<file path="src/rtl/led_seq_pkg.sv">
// rtl/led_seq_pkg.sv - shared mode encodings and width helper for the LED pattern sequencer
package led_seq_pkg;

    localparam logic [1:0] MODE_ROTATE = 2'd0;
    localparam logic [1:0] MODE_BOUNCE = 2'd1;
    localparam logic [1:0] MODE_BAR    = 2'd2;
    localparam logic [1:0] MODE_BLINK  = 2'd3;

    // Counter width able to hold (div_n << 3) - 1, the longest step period.
    function automatic int cnt_width(input int div_n);
        longint unsigned max_period;
        max_period = longint'(div_n) << 3;
        return (max_period > 1) ? $clog2(max_period) : 1;
    endfunction

endpackage

</file>
<file path="src/rtl/tick_gen.sv">
// rtl/tick_gen.sv - step prescaler producing one tick every DIV_N << speed enabled cycles
module tick_gen
    import led_seq_pkg::*;
#(
    parameter int DIV_N = 10
) (
    input  logic       clk,
    input  logic       reset,
    input  logic       en,
    input  logic [1:0] speed,
    output logic       tick
);

    localparam int CW = cnt_width(DIV_N);

    localparam logic [CW-1:0] TERM0 = CW'(DIV_N - 1);
    localparam logic [CW-1:0] TERM1 = CW'(DIV_N * 2 - 1);
    localparam logic [CW-1:0] TERM2 = CW'(DIV_N * 4 - 1);
    localparam logic [CW-1:0] TERM3 = CW'(DIV_N * 8 - 1);

    logic [CW-1:0] cnt;
    logic [1:0]    speed_q;
    logic [1:0]    speed_eff;
    logic [CW-1:0] term;

    // A new period samples the live speed; mid-period the latched one is kept,
    // so a speed change lands at the next wrap without clearing the count.
    assign speed_eff = (cnt == '0) ? speed : speed_q;

    // Terminal count for the period in progress.
    always_comb begin
        term = TERM0;
        case (speed_eff)
            2'd0: term = TERM0;
            2'd1: term = TERM1;
            2'd2: term = TERM2;
            2'd3: term = TERM3;
            default: term = TERM0;
        endcase
    end

    assign tick = en && (cnt == term);

    // Count enabled cycles, wrapping to zero on the terminal count.
    always_ff @(posedge clk or posedge reset) begin
        if (reset) begin
            cnt     <= '0;
            speed_q <= 2'd0;
        end else if (en) begin
            speed_q <= speed_eff;
            cnt     <= tick ? '0 : cnt + CW'(1);
        end
    end

endmodule

</file>
<file path="src/rtl/led_pattern_seq.sv">
// rtl/led_pattern_seq.sv - LED pattern sequencer: rotate, bounce, bar and blink patterns
module led_pattern_seq
    import led_seq_pkg::*;
#(
    parameter int SIM   = 0,
    parameter int N_LED = 8,
    parameter int DIV_N = (SIM != 0) ? 10 : 50_000_000
) (
    input  logic             clk,
    input  logic             reset,
    input  logic             en,
    input  logic             direction,
    input  logic [1:0]       mode,
    input  logic [1:0]       speed,
    output logic [N_LED-1:0] led,
    output logic             step_pulse
);

    localparam int PW = (N_LED > 1) ? $clog2(N_LED) : 1;
    localparam logic [PW-1:0] POS_LAST = PW'(N_LED - 1);
    localparam logic [PW-1:0] POS_PRE  = PW'(N_LED - 2);

    logic          tick;
    logic [PW-1:0] pos;
    logic [PW-1:0] pos_nxt;
    logic          bdir;
    logic          bdir_nxt;
    logic [1:0]    mode_q;
    logic          dir_q;
    logic          mode_chg;

    tick_gen #(
        .DIV_N (DIV_N)
    ) u_tick_gen (
        .clk   (clk),
        .reset (reset),
        .en    (en),
        .speed (speed),
        .tick  (tick)
    );

    assign step_pulse = tick & en;
    assign mode_chg   = (mode != mode_q);

    // Next pattern position for one step in the current mode.
    always_comb begin
        pos_nxt  = pos;
        bdir_nxt = bdir;
        case (mode_q)
            MODE_ROTATE: begin
                if (direction)
                    pos_nxt = (pos == POS_LAST) ? '0 : pos + PW'(1);
                else
                    pos_nxt = (pos == '0) ? POS_LAST : pos - PW'(1);
            end
            MODE_BOUNCE: begin
                if (bdir) begin
                    if (pos == POS_LAST) begin
                        bdir_nxt = 1'b0;
                        pos_nxt  = POS_PRE;
                    end else begin
                        pos_nxt = pos + PW'(1);
                    end
                end else begin
                    if (pos == '0) begin
                        bdir_nxt = 1'b1;
                        pos_nxt  = PW'(1);
                    end else begin
                        pos_nxt = pos - PW'(1);
                    end
                end
            end
            MODE_BAR: pos_nxt = (pos == POS_LAST) ? '0 : pos + PW'(1);
            MODE_BLINK: pos_nxt = pos[0] ? '0 : PW'(1);
            default: pos_nxt = pos;
        endcase
    end

    // Pattern state; a mode change restarts the pattern and outranks a step.
    always_ff @(posedge clk or posedge reset) begin
        if (reset) begin
            pos    <= '0;
            bdir   <= 1'b1;
            mode_q <= MODE_ROTATE;
            dir_q  <= 1'b1;
        end else if (en) begin
            if (mode_chg) begin
                pos    <= '0;
                bdir   <= 1'b1;
                mode_q <= mode;
                dir_q  <= direction;
            end else if (step_pulse) begin
                pos   <= pos_nxt;
                bdir  <= bdir_nxt;
                dir_q <= direction;
            end
        end
    end

    // Output decode from registered state only, so led never glitches on inputs.
    always_comb begin
        led = '0;
        case (mode_q)
            MODE_ROTATE, MODE_BOUNCE: led[pos] = 1'b1;
            MODE_BAR: begin
                for (int i = 0; i < N_LED; i++)
                    led[i] = dir_q ? (i <= int'(pos)) : (i >= N_LED - 1 - int'(pos));
            end
            MODE_BLINK: begin
                for (int i = 0; i < N_LED; i++)
                    led[i] = ((i % 2) == 0) ^ pos[0];
            end
            default: led = '0;
        endcase
    end

endmodule

</file>
<file path="config.mk">
export PLATFORM = sky130hd
export DESIGN_NAME = led_pattern_seq
export DESIGN_NICKNAME = d
export VERILOG_FILES = /design/src/rtl/led_seq_pkg.sv /design/src/rtl/tick_gen.sv /design/src/rtl/led_pattern_seq.sv
export SDC_FILE = /design/constraint.sdc
export NUM_CORES = 1
export LEC_CHECK = 0
export ABC_AREA = 1
export CAP_MARGIN = 0
export CORE_AREA = 2 2 77 79
export DETAILED_ROUTE_END_ITERATION = 10
export DIE_AREA = 0 0 79 81
export PLACE_DENSITY = 0.9
export SETUP_SLACK_MARGIN = 0.4
export SYNTH_ARGS = -nofsm -noshare
export SYNTH_HDL_FRONTEND = slang
export SYNTH_SLANG_ARGS = --single-unit
</file>
<file path="constraint.sdc">
create_clock -name clk -period 5.38 [get_ports clk]
set_input_delay 0.807 -clock clk [delete_from_list [all_inputs] [get_ports clk]]
set_output_delay 0.807 -clock clk [all_outputs]
set_load 0.01 [all_outputs]
</file>
---- Word level (Yosys, flattened, before mapping) ----
Cells that the tools add are included.
word-level totals
  flip-flop bits (word level) ............. 38
  bits of input ports ..................... 8
  output and inout port bits .............. 9
  logic and storage cells ................. 82
cells by class
  add/subtract/negate cells ............... 4
  magnitude comparators ................... 17
  equal/unequal tests ..................... 9
  mux-type cells .......................... 32
  bitwise logic cells ..................... 2
  reduce and logical (&&, ||, !) cells .... 12
operator list
  operator                                                                            count
  29-bit case mux with 4 select lines                                                 1
  29-bit by 1-bit adder with 29-bit output, second input constant                     1
  29-bit == test                                                                      1
  29-bit zero test                                                                    1
  29-bit two-way mux                                                                  1
  3-bit two-way mux                                                                   8
  8-bit case mux with 3 select lines                                                  1
  1-bit two-way mux                                                                   18
  4-bit greater-or-equal comparator, first input constant                             4
  3-bit less-or-equal comparator, first input constant                                4
  3-bit case mux with 4 select lines                                                  1
  2-bit == test, second input constant                                                4
  3-bit by 4-bit greater-or-equal comparator with 1-bit output, first input constant  2
  2-bit by 3-bit less-or-equal comparator with 1-bit output, first input constant     2
  2-bit by 1-bit == test with 1-bit output, second input constant                     2
  1-bit by 4-bit greater-or-equal comparator with 1-bit output, first input constant  1
  2-bit by 4-bit greater-or-equal comparator with 1-bit output, first input constant  1
  2-bit zero test                                                                     2
  3-bit by 4-bit < comparator with 1-bit output, second input constant                1
  2-bit AND reduction                                                                 2
  2-bit nonzero test                                                                  2
  3-bit by 3-bit subtractor with 4-bit output, first input constant                   1
  3-bit by 1-bit adder with 3-bit output, second input constant                       1
  1-bit demux with 3-bit select                                                       1
  other kinds (12)                                                                    13

---- Logic depth before layout (Yosys ltp) ----
Gate-level depths: netlist (run 1).
  depth in word-level cells ............... 9
  gate-level depth with buffers ........... 20

---- By module ----
A second synthesis (run 1) with hierarchy kept.
second synthesis, totals
  cells, all modules ...................... 515
  area, all modules ....................... 3340.7 µm²
by module, submodules not included
  module           instances  cells each  area each (µm²)  sequential area each (µm²)
  tick_gen         1          366         2439.8           775.7
  led_pattern_seq  1          149         900.9            177.7

---- Worst setup path before layout (run 1) ----
OpenSTA, ideal clock, no wires.
  path type ............................... flip-flop to output port
  from .................................... reg u_tick_gen.cnt[0]
  to ...................................... out step_pulse
  arrival time ............................ 1.990 ns
  required time ........................... 4.573 ns
  path slack .............................. 2.583 ns
  stages on the path, launching flop included .. 18
  path buffers ............................ 1
  cell sequence ........................... dfrtp_1 -> inv_1 -> ha_1 -> nand2_1 -> nor2_2 -> nand2_1 -> nor2_4 -> nand3b_4 -> nand2_4 -> nand2_2 -> nand2_1 -> nand2_1 -> nor2_1 -> nand2_2 -> nor2_4 -> nand2_4 -> buf_6 -> inv_2
on the way
  word-level cells in the longest chain between the ends .. 7
  elaborated cells between the ends (all ways) .. 10
RTL lines
  item                                   RTL line               RTL
  from (decl)                            tick_gen.sv:21         logic [CW-1:0] cnt;
  from (signal assigned)                 tick_gen.sv:51         cnt <= tick ? '0 : cnt + CW'(1);
  29-bit zero test                       tick_gen.sv:28         assign speed_eff = (cnt == '0) ? speed : speed_q;
  2-bit two-way mux                      tick_gen.sv:28
  2-bit == test (tied with other cells)  tick_gen.sv:33         case (speed_eff)
  29-bit case mux with 4 select lines    tick_gen.sv:33
  29-bit == test *                       tick_gen.sv:42         assign tick = en && (cnt == term);
  1-bit logical AND *                    tick_gen.sv:42
  1-bit AND *                            led_pattern_seq.sv:42  assign step_pulse = tick & en;
  to (decl)                              led_pattern_seq.sv:16  output logic step_pulse
Every way passes the cells marked *; elsewhere a longest branch is shown, timed or not. The select of a mux whose other input is x is not followed.

---- Worst setup path in the final report (run 1) ----
Same ends and word-level chain as after synthesis.

==> results.sh, run 1 <==
export IMPL_status="finished clean"
export IMPL_arrival_ns=3.19
export IMPL_worst_ep_required_time_ns=4.57
export IMPL_synthMuxAreaShare_pct=0
export IMPL_design_power_total_uw=899
export IMPL_n_antenna_cell=0
export IMPL_ios=17
export IMPL_netSwitchingPower_uw=303
export IMPL_grt_max_degree=39
export IMPL_yosys_area_share_xor_xnor_pct=1.07
export IMPL_sequentialPowerShare_pct=41.1
export IMPL_max_cap_violations=0
export IMPL_synth_fa_ha_area_share_pct=4.20
export IMPL_cpPeakStageDelay_ns=0.54
export IMPL_final_min_clock_period_ns=3.99
export IMPL_finClkSkew_ns=0.0127
export IMPL_hold_buffers=0
export IMPL_ys_seq_area_share_pct=29.1
export IMPL_ant_nets=0
export IMPL_p_int_uw=596
export IMPL_synth_top_family_by_area="simple AND/OR/NAND/NOR gates"
export IMPL_dp_cells=588
export IMPL_numClockSinks=38
export IMPL_max_freq_mhz=250
export IMPL_rows=28
export IMPL_die_area_sq_um=6400
export IMPL_post_cts_resized=0
export IMPL_hold_violations=0
export IMPL_crit_path_max_fanout=31
export IMPL_drcViolationCount=0
export IMPL_layout_drive_gt1_share_pct=13.4
export IMPL_postCtsSetupRepairBufs=0
export IMPL_drt_vias_per_instance=5.58
export IMPL_place_congestion=0.970
export IMPL_pre_cts_ws_ns=1.45
export IMPL_synth_simple_area_share_pct=43.9
export IMPL_avgSynthCellArea_sq_um=6.53
export IMPL_min_from="dir_q"
export IMPL_cts_made_buffers=5
export IMPL_fin_crit_sh_pct=74.2
export IMPL_antenna_found_initial=0
export IMPL_synth_compound_area_share_pct=9.16
export IMPL_fin_area_sq_um=3630
export IMPL_nNetsFinal=539
export IMPL_path_class="register to output pin"
export IMPL_num_vias=3323
export IMPL_min_path_type="register to register"
export IMPL_critPathLaunch="u_tick_gen.cnt[0]"
export IMPL_grt_pass1_wl_microns=13800
export IMPL_crit_slowest_cell="clkdlybuf4s50_1"
export IMPL_tns_ns=0
export IMPL_fillers=524
export IMPL_drt_initial_drc_count=233
export IMPL_portBuffers=16
export IMPL_clockPowerShare_pct=32.5
export IMPL_placed_area_sq_um=3500
export IMPL_routedWlPerCell_microns=13.7
export IMPL_synthCells=502
export IMPL_cellLeakagePower_uw=0.00185
export IMPL_h_tree_depth=2
export IMPL_ys_types=39
export IMPL_syn_nets=521
export IMPL_relSlewSlack_pct=57.1
export IMPL_overflow=0
export IMPL_setup_ws_ns=1.39
export IMPL_initial_core_util_pct=57.7
export IMPL_pwr_share_comb_pct=26.4
export IMPL_reg2reg_slack_ns=2.77
export IMPL_critPathBufInv=3
export IMPL_die_w_microns=79
export IMPL_finalMaxSlewViolations=0
export IMPL_syn_area_sq_um=3280
export IMPL_core_sq_um=5680
export IMPL_clk_path_buf_depth=2
export IMPL_cts_root_buf="clkbuf_8"
export IMPL_grt_setup_unrepaired="no"
export IMPL_cts_tree="built"
export IMPL_end_kind="output pin"
export IMPL_grt_usage_pct=27.0
export IMPL_insertion_delay_ns=0.30
export IMPL_crit_family="simple AND/OR/NAND/NOR gates"
export IMPL_setup_viol=0
export IMPL_path_common_cell="nand2_1"
export IMPL_drt_total_wl_microns=8160
export IMPL_cts_clk_slew_worst_paths_ns=0.08
export IMPL_powerDensity_nw_per_um2=247
export IMPL_drtPass1Iterations=5
export IMPL_dp_hpwl_microns=6200
export IMPL_crit_path_start_kind="register"
export IMPL_peakVddDrop_mv=0.170
export IMPL_areaGrowthSynthToFinish_pct=10.9
export IMPL_reg2reg_from="u_tick_gen.cnt[0]"
export IMPL_ys_ff_latch=38
export IMPL_sw_frac_of_total_pct=33.7
export IMPL_fin_cells=596
export IMPL_yosys_warnings=0
export IMPL_worst_pin_slew_ns=0.639
export IMPL_cp_cell_sequence="inv_1 -> ha_1 -> nand2_1 -> nor2_2 -> nand2_1 -> nor2_4 -> nand3b_4 -> nand2_4 -> nand2_4 -> nand2_1 -> nand2_1 -> nor2_1 -> nand2_2 -> nor2_4 -> nand2_4 -> inv_2 -> clkdlybuf4s50_1"
export IMPL_die_h_microns=81
export IMPL_grt_pass1_vias=3181
## path summary, 6_finish.rpt
kind | cells after the start | end
max in group asynchronous | 3 | dir_q
max reg2reg | 18 | pos[2]
max | 17 | step_pulse
min in group asynchronous | 3 | u_tick_gen.cnt[3]
min | 2 | dir_q
min reg2reg | 2 | dir_q
## routing by layer
| metal | routed length [microns] | vias up | global-route usage, % | part of all wire (%) |
|---|---|---|---|---|
| li1 | - | 1629 | - | - |
| met1 | 3450 | 1538 | 32.0 | 42 |
| met2 | 3970 | 132 | 47.3 | 49 |
| met3 | 544 | 24 | 5.78 | 6.7 |
| met4 | 189 | 0 | 11.7 | 2.3 |
| met5 | 0 | - | 0 | 0 |
## worst reg2reg max path: cells and delay by family, from the launching register on
| family | cells | cell delay (ns) |
|---|---|---|
| AND/OR/NAND/NOR | 16 | 1.77 |
| flip-flops | 1 | 0.42 |
| adder cells (fa/ha/maj) | 1 | 0.22 |
| buffers and inverters | 1 | 0.12 |
## synthesized netlist by cell type (all sizes together)
cell type	number	area share, %
a21oi	11	1.8
nand3b	5	2.0
o21ai	25	4.0
or2	4	0.76
o311ai	1	0.27
nand3	54	9.1
o2111ai	1	0.27
a221oi	2	0.53
a221o	1	0.31
a31oi	2	0.38
dfrtp	36	27
nor3	14	2.1
a211o	1	0.27
ha	11	4.2
nor4	2	0.38
a22oi	1	0.23
nor2	63	8.9
o22ai	2	0.38
a211oi	1	0.23
nand4	12	2.3
dfstp	2	1.6
clkbuf	4	0.46
inv	97	11
nand2	141	18
o211ai	2	0.46
xor2	4	1.1
buf	3	1.0
## metrics by stage
stage / hold WS, ns / util [%]
floorplan: 0.475 / -
global placement: 0.498 / 61.6
detailed placement: 0.526 / 61.6
CTS: 0.539 / 64.0
global route: 0.559 / 64.0
finish: 0.538 / 64.0
## layout by cell type, fill, tap and decap left out, types with 13 or more instances in the layout
| cell type | synthesis | routed |
|---|---|---|
| nor2_1 | 53 | 53 |
| nand2_1 | 123 | 123 |
| inv_2 | 16 | 16 |
| clkdlybuf4s50_1 | 0 | 16 |
| nand3_1 | 50 | 50 |
| nand2_2 | 13 | 13 |
| dfrtp_1 | 36 | 36 |
| o21ai_0 | 20 | 20 |
| nor3_1 | 14 | 14 |
| inv_1 | 81 | 81 |
## state kept, by name (all words and copies together) (netlist names)
signal / flops
u_tick_gen.cnt: 29
pos: 3
mode_q: 2
u_tick_gen.speed_q: 2
bdir: 1
dir_q: 1
## power groups by stage
stage / combinational, uW / clock (uW) / sequential (uW)
6_report: 237 / 292 / 370
5_1_grt: 261 / 311 / 375
4_1_cts: 233 / 300 / 368
3_5_place_dp: 230 / 0 / 373
3_3_place_gp: 220 / 0 / 371
2_1_floorplan: 172 / 0 / 357
## kinds of logic (layout without fill, tap and decap cells)
group,count (synthesis),count (layout)
fa+ha+maj,11,11
buf+inv,104,123
flops,38,38
compound gates,50,50
simple gates,295,295
xor+xnor,4,4
## cell type report
| class | count | area, sq um | share of cell area, % |
|---|---|---|---|
| Clock buffer | 5 | 68.8 | 1.89 |
| Clock inverter | 3 | 68.8 | 1.89 |
| Inverter | 97 | 364 | 10.0 |
| Multi-Input combinational cell | 360 | 1910 | 52.6 |
| Sequential cell | 38 | 953 | 26.2 |
| Tap cell | 75 | 93.8 | 2.58 |
| Timing Repair Buffer | 18 | 175 | 4.82 |
Power figures use the tool's default switching activity.
==> inputs of run 2 (changes only) <==
- clock period: 5.38 -> 3.95 ns (I/O delays scaled with it)
==> results.sh, run 2 (synthesis gave the netlist of run 1 again) <==
export IMPL_ios=17
export IMPL_grt_pass1_vias=3017
export IMPL_rows=28
export IMPL_drt_vias_per_instance=5.46
export IMPL_fillers=519
export IMPL_peakVddDrop_mv=0.206
export IMPL_core_sq_um=5680
export IMPL_numClockSinks=38
export IMPL_antenna_found_initial=0
export IMPL_die_w_microns=79
export IMPL_multiInputGateArea_sq_um=1920
export IMPL_drt_initial_drc_count=270
export IMPL_critPathBufInv=4
export IMPL_die_area_sq_um=6400
export IMPL_arrival_ns=2.45
export IMPL_layout_drive_gt1_share_pct=14.1
export IMPL_cts_clk_slew_worst_paths_ns=0.07
export IMPL_relSlewSlack_pct=49.4
export IMPL_final_util_pct=63.7
export IMPL_die_h_microns=81
export IMPL_largest_register_ffs=29
export IMPL_finalMaxSlewViolations=0
export IMPL_fin_crit_sh_pct=77.1
export IMPL_drtPass1Iterations=5
export IMPL_path_common_cell="nand2_1"
export IMPL_path_class="register to output pin"
export IMPL_placed_area_sq_um=3500
export IMPL_cp_cell_sequence="inv_2 -> nand2_2 -> nor2_4 -> nand2_1 -> nor2_2 -> nand2_2 -> nand2_4 -> nand2_4 -> nand2_1 -> nand2_1 -> inv_1 -> nand2_1 -> nor2_1 -> nand2_1 -> nor2_4 -> nand2_4 -> inv_2 -> dlymetal6s2s_1"
export IMPL_final_cell_mix="nand2_1, inv_1, nor2_1, nand3_1, dfrtp_1"
export IMPL_fin_area_sq_um=3620
export IMPL_biggestRegsByFlops="u_tick_gen.cnt x29, pos x3"
export IMPL_insertion_delay_ns=0.29
export IMPL_clk_path_buf_depth=2
export IMPL_areaGrowthSynthToFinish_pct=10.4
export IMPL_num_vias=3263
export IMPL_overflow=0
export IMPL_drcViolationCount=0
export IMPL_nNetsFinal=541
export IMPL_end_kind="output pin"
export IMPL_status="finished clean"
export IMPL_tns_ns=0
export IMPL_n_antenna_cell=0
export IMPL_grt_usage_pct=26.3
export IMPL_crit_family="simple AND/OR/NAND/NOR gates"
export IMPL_top_register="u_tick_gen.cnt"
export IMPL_min_path_type="register to register"
export IMPL_cts_root_buf="clkbuf_8"
export IMPL_grt_pass1_wl_microns=13500
export IMPL_finClkSkew_ns=0.00891
export IMPL_cts_made_buffers=5
export IMPL_routedWlPerCell_microns=13.4
export IMPL_final_min_clock_period_ns=3.04
export IMPL_dp_hpwl_microns=6190
export IMPL_place_congestion=0.971
export IMPL_initial_core_util_pct=57.7
export IMPL_regArea_sq_um=953
export IMPL_setup_viol=0
export IMPL_final_common_cell="nand2_1"
export IMPL_crit_slowest_cell="dfrtp_1"
export IMPL_hold_violations=0
export IMPL_h_tree_depth=2
export IMPL_hold_buffers=0
export IMPL_cellLeakagePower_uw=0.00186
export IMPL_grt_max_degree=31
export IMPL_worst_ep_required_time_ns=3.36
export IMPL_portBuffers=16
export IMPL_drt_total_wl_microns=8020
export IMPL_crit_path_max_fanout=6
export IMPL_max_cap_violations=0
export IMPL_powerDensity_nw_per_um2=303
export IMPL_max_freq_mhz=328
export IMPL_grt_setup_unrepaired="no"
export IMPL_cts_tree="built"
export IMPL_worst_pin_slew_ns=0.759
export IMPL_ant_nets=0
export IMPL_cpPeakStageDelay_ns=0.48
export IMPL_crit_path_start_kind="register"
-- run 2: through the flow --
step                total power [uW]  cells  setup WS, ns  hold slack (ns)
floorplan                        720    502          1.37            0.475
global placement                 804    589         0.837            0.510
detailed placement               817    589         0.793            0.514
CTS                             1100    597         0.459            0.530
global route                    1170    598         0.711            0.576
finish                          1100    598         0.905            0.534
-- run 2: worst min-delay path: stages, from the launching register on --
cell     delay [ns]
dfrtp_1        0.37
nand2_1        0.06
o21ai_0        0.07
-- run 2: worst paths after layout --
kind                       slack [ns]                   from  cells past startpoint                    end
hold reg to reg                  0.53  u_tick_gen.speed_q[0]                      2  u_tick_gen.speed_q[0]
hold / removal                   0.53  u_tick_gen.speed_q[0]                      2  u_tick_gen.speed_q[0]
min in group asynchronous        0.72                  reset                      2      u_tick_gen.cnt[5]
max in group asynchronous        2.41                  reset                      3                   bdir
setup reg to reg                 1.38     u_tick_gen.cnt[12]                     19                 pos[0]
setup / recovery                 0.91     u_tick_gen.cnt[12]                     18             step_pulse
-- run 2: report_power, final --
group          switching [uW]  internal [uW]  total [uW]
registers                67.9            437         505
clock network             135            142         278
logic                     193            122         315
-- run 2: layout make-up --
type	instances	area share [%]
clock buffer	8	2.49
inverter	97	10.1
multi-input combinational	360	53.2
sequential	38	26.4
tap	75	2.59
timing repair buffer	20	5.33
-- run 2: repair_timing --
action / in CTS / in global routing
endpoints found under the setup margin: 0 / 1
buffers inserted: 0 / 1
resized for setup: 0 / 6
-- run 2: routing by layer --
layer  vias up  GRT usage (%)  wire [microns]
met5         -              0               0
met4         0           9.31             199
met3        21           4.11             364
met2       105           44.5            3760
met1      1491           34.3            3700
li1       1646              -               -
